$ cat src/rtl/miner_nonce_sequencer.sv
// miner_nonce_sequencer: walks a nonce range through the miner core. For each
// nonce it launches the core, waits for its result, and compares the result
// against the job target. Winners go out over a valid/ready handshake.
//
// state       | meaning
// S_IDLE      | no job; job_ready high
// S_LAUNCH    | hash_enable pulse for the current nonce; watchdog reloads
// S_WAIT_CORE | waiting for core_finished or watchdog expiry
// S_CHECK     | compare captured hash against target
// S_REPORT    | winner offered on found_*; search stalled until accepted
// S_DONE      | one-cycle done pulse, range exhausted
module miner_nonce_sequencer #(
  parameter int NONCE_W = 32,
  parameter int HASH_W  = 256,
  parameter int TIMEOUT = 512
) (
  input  logic               clk,
  input  logic               n_rst,
  input  logic               job_valid,
  output logic               job_ready,
  input  logic [NONCE_W-1:0] start_nonce,
  input  logic [NONCE_W-1:0] end_nonce,
  input  logic [HASH_W-1:0]  target,
  input  logic               abort,
  output logic               hash_enable,
  output logic [NONCE_W-1:0] nonce,
  input  logic               core_finished,
  input  logic [HASH_W-1:0]  hash_result,
  output logic               found_valid,
  output logic [NONCE_W-1:0] found_nonce,
  input  logic               found_ready,
  output logic               done,
  output logic               busy,
  output logic               timeout_err
);

  localparam int WD_W = $clog2(TIMEOUT) + 1;

  typedef enum logic [2:0] {
    S_IDLE,
    S_LAUNCH,
    S_WAIT_CORE,
    S_CHECK,
    S_REPORT,
    S_DONE
  } state_t;

  state_t state, state_nxt;

  logic [NONCE_W-1:0] nonce_q, end_q, found_q;
  logic [HASH_W-1:0]  target_q, hash_q;
  logic [WD_W-1:0]    wd_cnt;
  logic               timeout_q;

  logic load_job, cap_hash, set_found, inc_nonce, set_timeout;
  logic hit, last, wd_tc;

  // Compare works only on registered operands, keeping hash_result off any output path.
  assign hit   = (hash_q <= target_q);
  assign last  = (nonce_q == end_q);
  // Down-counter loaded in LAUNCH reaches zero after TIMEOUT cycles of WAIT_CORE.
  assign wd_tc = (wd_cnt == '0);

  // State register.
  always_ff @(posedge clk or negedge n_rst) begin
    if (!n_rst) state <= S_IDLE;
    else        state <= state_nxt;
  end

  // Next-state and datapath strobes; abort overrides everything.
  always_comb begin
    state_nxt   = state;
    load_job    = 1'b0;
    cap_hash    = 1'b0;
    set_found   = 1'b0;
    inc_nonce   = 1'b0;
    set_timeout = 1'b0;
    case (state)
      S_IDLE: begin
        if (job_valid) begin
          load_job  = 1'b1;
          state_nxt = S_LAUNCH;
        end
      end
      S_LAUNCH: state_nxt = S_WAIT_CORE;
      S_WAIT_CORE: begin
        if (core_finished) begin
          cap_hash  = 1'b1;
          state_nxt = S_CHECK;
        end else if (wd_tc) begin
          set_timeout = 1'b1;
          state_nxt   = S_LAUNCH;
        end
      end
      S_CHECK: begin
        if (hit) begin
          set_found = 1'b1;
          state_nxt = S_REPORT;
        end else if (last) begin
          state_nxt = S_DONE;
        end else begin
          inc_nonce = 1'b1;
          state_nxt = S_LAUNCH;
        end
      end
      S_REPORT: begin
        if (found_ready) begin
          if (last) begin
            state_nxt = S_DONE;
          end else begin
            inc_nonce = 1'b1;
            state_nxt = S_LAUNCH;
          end
        end
      end
      S_DONE:  state_nxt = S_IDLE;
      default: state_nxt = S_IDLE;
    endcase
    if (abort) begin
      state_nxt   = S_IDLE;
      load_job    = 1'b0;
      cap_hash    = 1'b0;
      set_found   = 1'b0;
      inc_nonce   = 1'b0;
      set_timeout = 1'b0;
    end
  end

  // Job registers, nonce walker, captured hash, winner and sticky timeout flag.
  always_ff @(posedge clk or negedge n_rst) begin
    if (!n_rst) begin
      nonce_q   <= '0;
      end_q     <= '0;
      target_q  <= '0;
      hash_q    <= '0;
      found_q   <= '0;
      timeout_q <= 1'b0;
    end else begin
      if (load_job) begin
        nonce_q   <= start_nonce;
        end_q     <= end_nonce;
        target_q  <= target;
        timeout_q <= 1'b0;
      end
      if (inc_nonce)   nonce_q   <= nonce_q + NONCE_W'(1);
      if (cap_hash)    hash_q    <= hash_result;
      if (set_found)   found_q   <= nonce_q;
      if (set_timeout) timeout_q <= 1'b1;
    end
  end

  // Watchdog: reload on every launch, count down while waiting on the core.
  always_ff @(posedge clk or negedge n_rst) begin
    if (!n_rst) begin
      wd_cnt <= '0;
    end else if (state == S_LAUNCH) begin
      wd_cnt <= WD_W'(TIMEOUT - 1);
    end else if (state == S_WAIT_CORE && !wd_tc) begin
      wd_cnt <= wd_cnt - WD_W'(1);
    end
  end

  assign job_ready   = (state == S_IDLE);
  assign hash_enable = (state == S_LAUNCH);
  assign found_valid = (state == S_REPORT);
  assign done        = (state == S_DONE);
  assign busy        = (state != S_IDLE);
  assign nonce       = nonce_q;
  assign found_nonce = found_q;
  assign timeout_err = timeout_q;

endmodule

$ cat config.mk
export PLATFORM = sky130hd
export DESIGN_NAME = miner_nonce_sequencer
export DESIGN_NICKNAME = d
export VERILOG_FILES = /design/src/rtl/miner_nonce_sequencer.sv
export SDC_FILE = /design/constraint.sdc
export NUM_CORES = 1
export LEC_CHECK = 0
export BUFFER_PORTS_ARGS = -buffer_cell sky130_fd_sc_hd__buf_4
export CAP_MARGIN = 20
export CORE_AREA = 2 2 253 255
export DETAILED_ROUTE_END_ITERATION = 8
export DIE_AREA = 0 0 255 257
export GPL_ROUTABILITY_DRIVEN = 1
export GPL_TIMING_DRIVEN = 0
export PLACE_DENSITY = 0.72
export SKIP_LAST_GASP = 1
export SLEW_MARGIN = 20
export SYNTH_ARGS = -nofsm -noshare
export SYNTH_HDL_FRONTEND = slang
export SYNTH_SLANG_ARGS = --single-unit
$ cat constraint.sdc
create_clock -name clk -period 5.1 [get_ports clk]
set_clock_uncertainty 0.2 [all_clocks]
set_input_delay 0.765 -clock clk [delete_from_list [all_inputs] [get_ports clk]]
set_output_delay 0.765 -clock clk [all_outputs]
set_load 0.05 [all_outputs]
; ---- Yosys cells after proc, flatten, opt, wreduce, memory -nomap -nowiden
; Index checks and enable logic that the tools add are counted.
[totals]
latchBits = 0
romBits = 0
n_memories = 0
output_inout_bits = 70
regBits = 622
word_cells = 61
ram_bits = 0
[classes]
div = 0
n_reduce_logical = 9
n_mux = 32
n_addsub = 2
n_eq_ne = 9
bitwise = 0
n_lt_le_gt_ge = 1
multipliers = 0
n_shift = 0
[op_table]
columns = cell, n
row1 = 256-bit <= comparator, 1
row2 = 32-bit two-way mux, 2
row3 = "32-bit by 1-bit adder with 32-bit output, second input constant", 1
row4 = 32-bit equality test, 1
row5 = 3-bit two-way mux, 7
row6 = 10-bit two-way mux, 2
row7 = 1-bit two-way mux, 19
row8 = 3-bit case mux with 5 select lines, 1
row9 = 10-bit zero test, 1
row10 = "10-bit by 1-bit subtractor with 10-bit output, second input constant", 1
row11 = "3-bit by 2-bit equality test with 1-bit output, second input constant", 2
row12 = "3-bit equality test, second input constant", 2
row13 = "3-bit by 2-bit inequality test with 1-bit output, second input constant", 2
row14 = 2-bit nonzero test, 3
row15 = "4-bit inequality test, second input constant", 1
row16 = "3-bit by 1-bit equality test with 1-bit output, second input constant", 1
row17 = 3-bit zero test, 1
row18 = 3-bit AND reduction, 1
row19 = 3-bit nonzero test, 1
row20 = 1-bit case mux with 2 select lines, 1
row21 = 1-bit logical AND, 1
row22 = 1-bit zero test, 1

; ---- Logic depth before layout (Yosys ltp)
[depth]
ltp_word = 6
mapped_depth = 14
mapped_depth_nobuf = 12

; ---- Worst setup path before layout
; Ideal clock, no wire load.
[synth_path]
path_type = register to register
from = register hash_q[249]
to = register nonce_q[3], in the netlist nonce[3]
path_buffers = 2
arrival_time_ns = 3.753
stages_incl_launch_ff = 14
setup_slack_ns = 1.021
required_time_ns = 4.774
setup_time_ns = 0.126
cell_sequence = dfrtp_1 ha_1 nand4_1 nor4_2 or4b_1 or4_4 or3_1 or4_4 o31ai_4 o31a_1 buf_4 buf_6 nor3_1 a221o_1
[synth_via]
elab_chain_cells = 5
elab_cells_between_ends = 6
[synth_rtl]
columns = item, line_no
row1 = start: declaration, 51  ; logic [HASH_W-1:0] target_q, hash_q;
row2 = start signal: assignment, 146  ; if (cap_hash) hash_q <= hash_result;
row3 = 256-bit <= comparator (*), 59  ; assign hit = (hash_q <= target_q);
row4 = 1-bit two-way mux (*), 96  ; if (hit) begin
row5 = 1-bit case mux with 2 select lines (*), 78  ; case (state)
row6 = 1-bit two-way mux (*), 119  ; if (abort) begin
row7 = 32-bit two-way mux / 2-bit nonzero test (equally long branches), --
row8 = end signal: assignment, 140  ; nonce_q <= start_nonce;
row9 = end signal: assignment, 145  ; if (inc_nonce) nonce_q <= nonce_q + NONCE_W'(1);
row10 = end: declaration, 50  ; logic [NONCE_W-1:0] nonce_q, end_q, found_q;
; Mark *: on every way between the ends. The rest lies on a longest branch, timed or not.
; A chain may end at the register's enable or synchronous reset.

; ---- Final worst setup path
[layout_path]
from = register target_q[255]
to = register nonce_q[6], in the netlist nonce[6]
[layout_via]
elab_chain_cells = 5
elab_cells_between_ends = 6
[layout_rtl]
columns = item, line_no
row1 = start: declaration, 51
row2 = start signal: assignment, 142  ; target_q <= target;
row3 = 256-bit <= comparator (*), 59
row4 = 1-bit two-way mux (*), 96
row5 = 1-bit case mux with 2 select lines (*), 78
row6 = 1-bit two-way mux (*), 119
row7 = 32-bit two-way mux / 2-bit nonzero test (equally long branches), --
; Marks and branches as above.

==> qor.tcl <==
set qor(run_status) {completed}
set qor(worst_hold_slack_ps) 151.0
set qor(ys_seq_elements) 622
set qor(antenna_violations_before_repair) 23
set qor(fp.dieArea_mm2) 0.06554
set qor(timing.critical_path.from_type) {flop}
set qor(dr_wl_met3_um) 6998
set qor(drtAntennaViolNets) 0
set qor(worst-endpoint-required_ps) 5380
set qor(crit_path_end_kind) {flop}
set qor(path_max_fanout) 10
set qor(synth.cell_area_mm2) 0.03032
set qor(detail_route.wl_per_cell_um) 20.24
set qor(totalWireLength_um) 91570
set qor(tritoncts) {yes}
set qor(drive_gt1_share_pct) 29.60
set qor(post_synth_num_cell_types) 65
set qor(synthesis.nets) 3717
set qor(ff_latch_area_mm2) 0.01556
set qor(setup_viol_count_final) 0
set qor(asyncSetResetFlopFracSynth_pct) 100.0
set qor(ctsLongestPathBuffers) 3
set qor(n_fill_cell) 5215
set qor(clk_pin_slew_ps) 60
set qor(final.min_clock_period_ps) 4857
set qor(dr_total_vias) 24130
set qor(io-pin-count) 652
set qor(die_width_um) 255
set qor(top_signal_layer_used) {met5}
set qor(met1Wirelength_um) 36030
set qor(cts_inserted_buffers) 71
set qor(multi_input_comb_area_mm2) 0.01327
set qor(path_class) {flop to flop}
set qor(global_route.overflow_total) 0
set qor(yosysWarningCount) 0
set qor(type_of_the_tightest_min_delay_check) {primary input to flop}
set qor(cellLeakagePower_nw) 18.92
set qor(design_power_total_mw) 20.11
set qor(grt_first_pass_wirelength_um) 138800
set qor(clk_latency_ps) 620
set qor(cell_area_after_placement_mm2) 0.03646
set qor(part_of_the_yosys_area_used_for_sequential_elements_pct) 51.34
set qor(mostFrequentLayoutCells) {buf_4, dfrtp_1, nand2_1}
set qor(most_common_cell_after_layout_fill_and_taps_aside) {buf_4}
set qor(fin_nets) 4452
set qor(cts_max_level) 3
set qor(rsz0062_at_grt) {no}
set qor(gpl.final_weighted_congestion) 0.9172
set qor(synthCells) 2877
set qor(timing.fmax_mhz) 205.9
set qor(design.core.area_mm2) 0.06274
set qor(initialDrtViolationCount) 1501
set qor(routed_via_density) 5.332
set qor(areaGrowthSynthToFinish_pct) 28.27
set qor(dpl.cell_count) 4380
set qor(place_hpwl_um) 71410
set qor(number_of_enable_flip_flop_cells_after_synthesis) 0
set qor(worst_slew_margin_rel_pct) 31.13
set qor(final_hold_viol_count) 0
set qor(gr-usage-all-layers_pct) 27.76
set qor(max_cap_violations) 0
set qor(met2_length_um) 44540
set qor(drtPass1Iterations) 5
set qor(areal_power_density_over_the_cells_mw_per_mm2) 517.2
set qor(max_slew.worst_pin.slew_ps) 1033
set qor(place_worst_setup_slack_ps) 122.1
set qor(route.detailed.drc) 0
set qor(post_synth.cell_area_avg_um2) 10.54
set qor(timing.critical_path.arrival_ps) 5140
set qor(finish.instance_area_mm2) 0.03889
set qor(initial_core_util_pct) 48.32
set qor(period_share_pct) 95.24
set qor(rows) 92
set qor(cts.sink_count) 622
set qor(maxSlewViolCount) 0
set qor(grt_max_degree) 96
set qor(final_cell_count_no_fill) 4525
set qor(power.ir.vdd_worst_uv) 345.5
set qor(die_h_um) 257
set qor(postSynth.topFlopCell) {dfrtp_1}
set qor(via_count_of_the_first_global_routing_pass) 24710
set qor(numPortBuffers) 650
set qor(clock-root-buffer) {clkbuf_16}
set qor(post-route-worst-setup-slack_ps) 242.5
[synthesized netlist by cell type, types with 21 or more instances]
cell type / count / area share [%]
dfrtp_1: 622 / 51
nand2_1: 463 / 5.7
o21ai_0: 304 / 5.0
mux2_2: 283 / 11
inv_1: 271 / 3.4
ha_1: 258 / 11
clkbuf_1: 109 / 1.3
a21oi_1: 105 / 1.7
nor2_1: 64 / 0.79
nand4_1: 60 / 1.2
nand3_1: 45 / 0.74
xnor2_1: 37 / 1.1
nor4_1: 25 / 0.52
nor3_1: 21 / 0.35
[path summary, 6_finish.rpt]
check / from / to / slack [ps] / cells past startpoint
max in group asynchronous: n_rst / hash_q[157] / 2580 / 5
setup reg to reg: target_q[255] / nonce[6] / 240 / 14
hold / removal: target[219] / target_q[219] / 150 / 3
hold reg to reg: found_nonce[22] / found_nonce[22] / 290 / 2
min in group asynchronous: n_rst / target_q[51] / 440 / 2
setup / recovery: target_q[255] / nonce[6] / 240 / 14
[power by group]
group	switching (mW)	leakage, nW	internal (mW)
clock	2.07	1.16	3.04
combinational	3.99	10.1	3.26
sequential	1.00	7.70	6.75
total	7.06	18.9	13.1
[logic make-up after synthesis]
kind of cell    after synthesis  synth area share (%)
fa+ha+maj                   258                 10.65
simple gates                741                 10.90
compound gates              522                 9.868
buf+inv                     393                 4.965
xor+xnor                     40                 1.156
flops                       622                 51.34
mux                         301                 11.12
[repair_timing]
action                                  CTS  global route
hold buffers                              1             0
endpoints found under the setup margin    0            24
endpoints found under the hold margin    35             0
setup buffers                             0             4
gates resized for setup                   0             2
[registers in the layout, summed over array words and instances (netlist names)]
signal / flops
hash_q: 256
target_q: 256
end_q: 32
found_nonce: 32
nonce: 32
wd_cnt: 10
state: 3
timeout_err: 1
[cell type report]
cell class | count | area share (%)
flip-flops and latches | 622 | 40.03
inverters | 271 | 2.616
clock buffers | 107 | 5.486
multi-input cells | 1862 | 34.12
plain buffers | 122 | 1.255
clock inverters | 20 | 0.5277
well taps | 846 | 2.722
repair buffers | 662 | 13.17
diodes | 13 | 0.08366
[stage by stage]
step | TNS, ps | utilization, %
2_1_floorplan | 0 | -
3_3_place_gp | -2373830 | 57.79
3_5_place_dp | 0 | 58.12
4_1_cts | 0 | 61.86
5_1_grt | 0 | 61.98
6_report | 0 | 61.98
[layer usage]
metal	vias to the layer above	track usage, %
met2	771	46.53
li1	11390	-
met5	-	0
met1	11740	33.70
met4	18	11.73
met3	212	7.323
[critical path, stage by stage, from the launching register on]
cell and delay [ps]:
dfrtp_1 320, inv_1 90, ha_1 320, nand4_1 140, nor4_2 380, or4b_1 640
or4_4 600, or3_1 400, or4_4 530, o31ai_4 150, o31a_1 210, buf_4 210
buf_6 180, nor3_1 70, a221o_1 280
(Power assumes the default switching activity.)
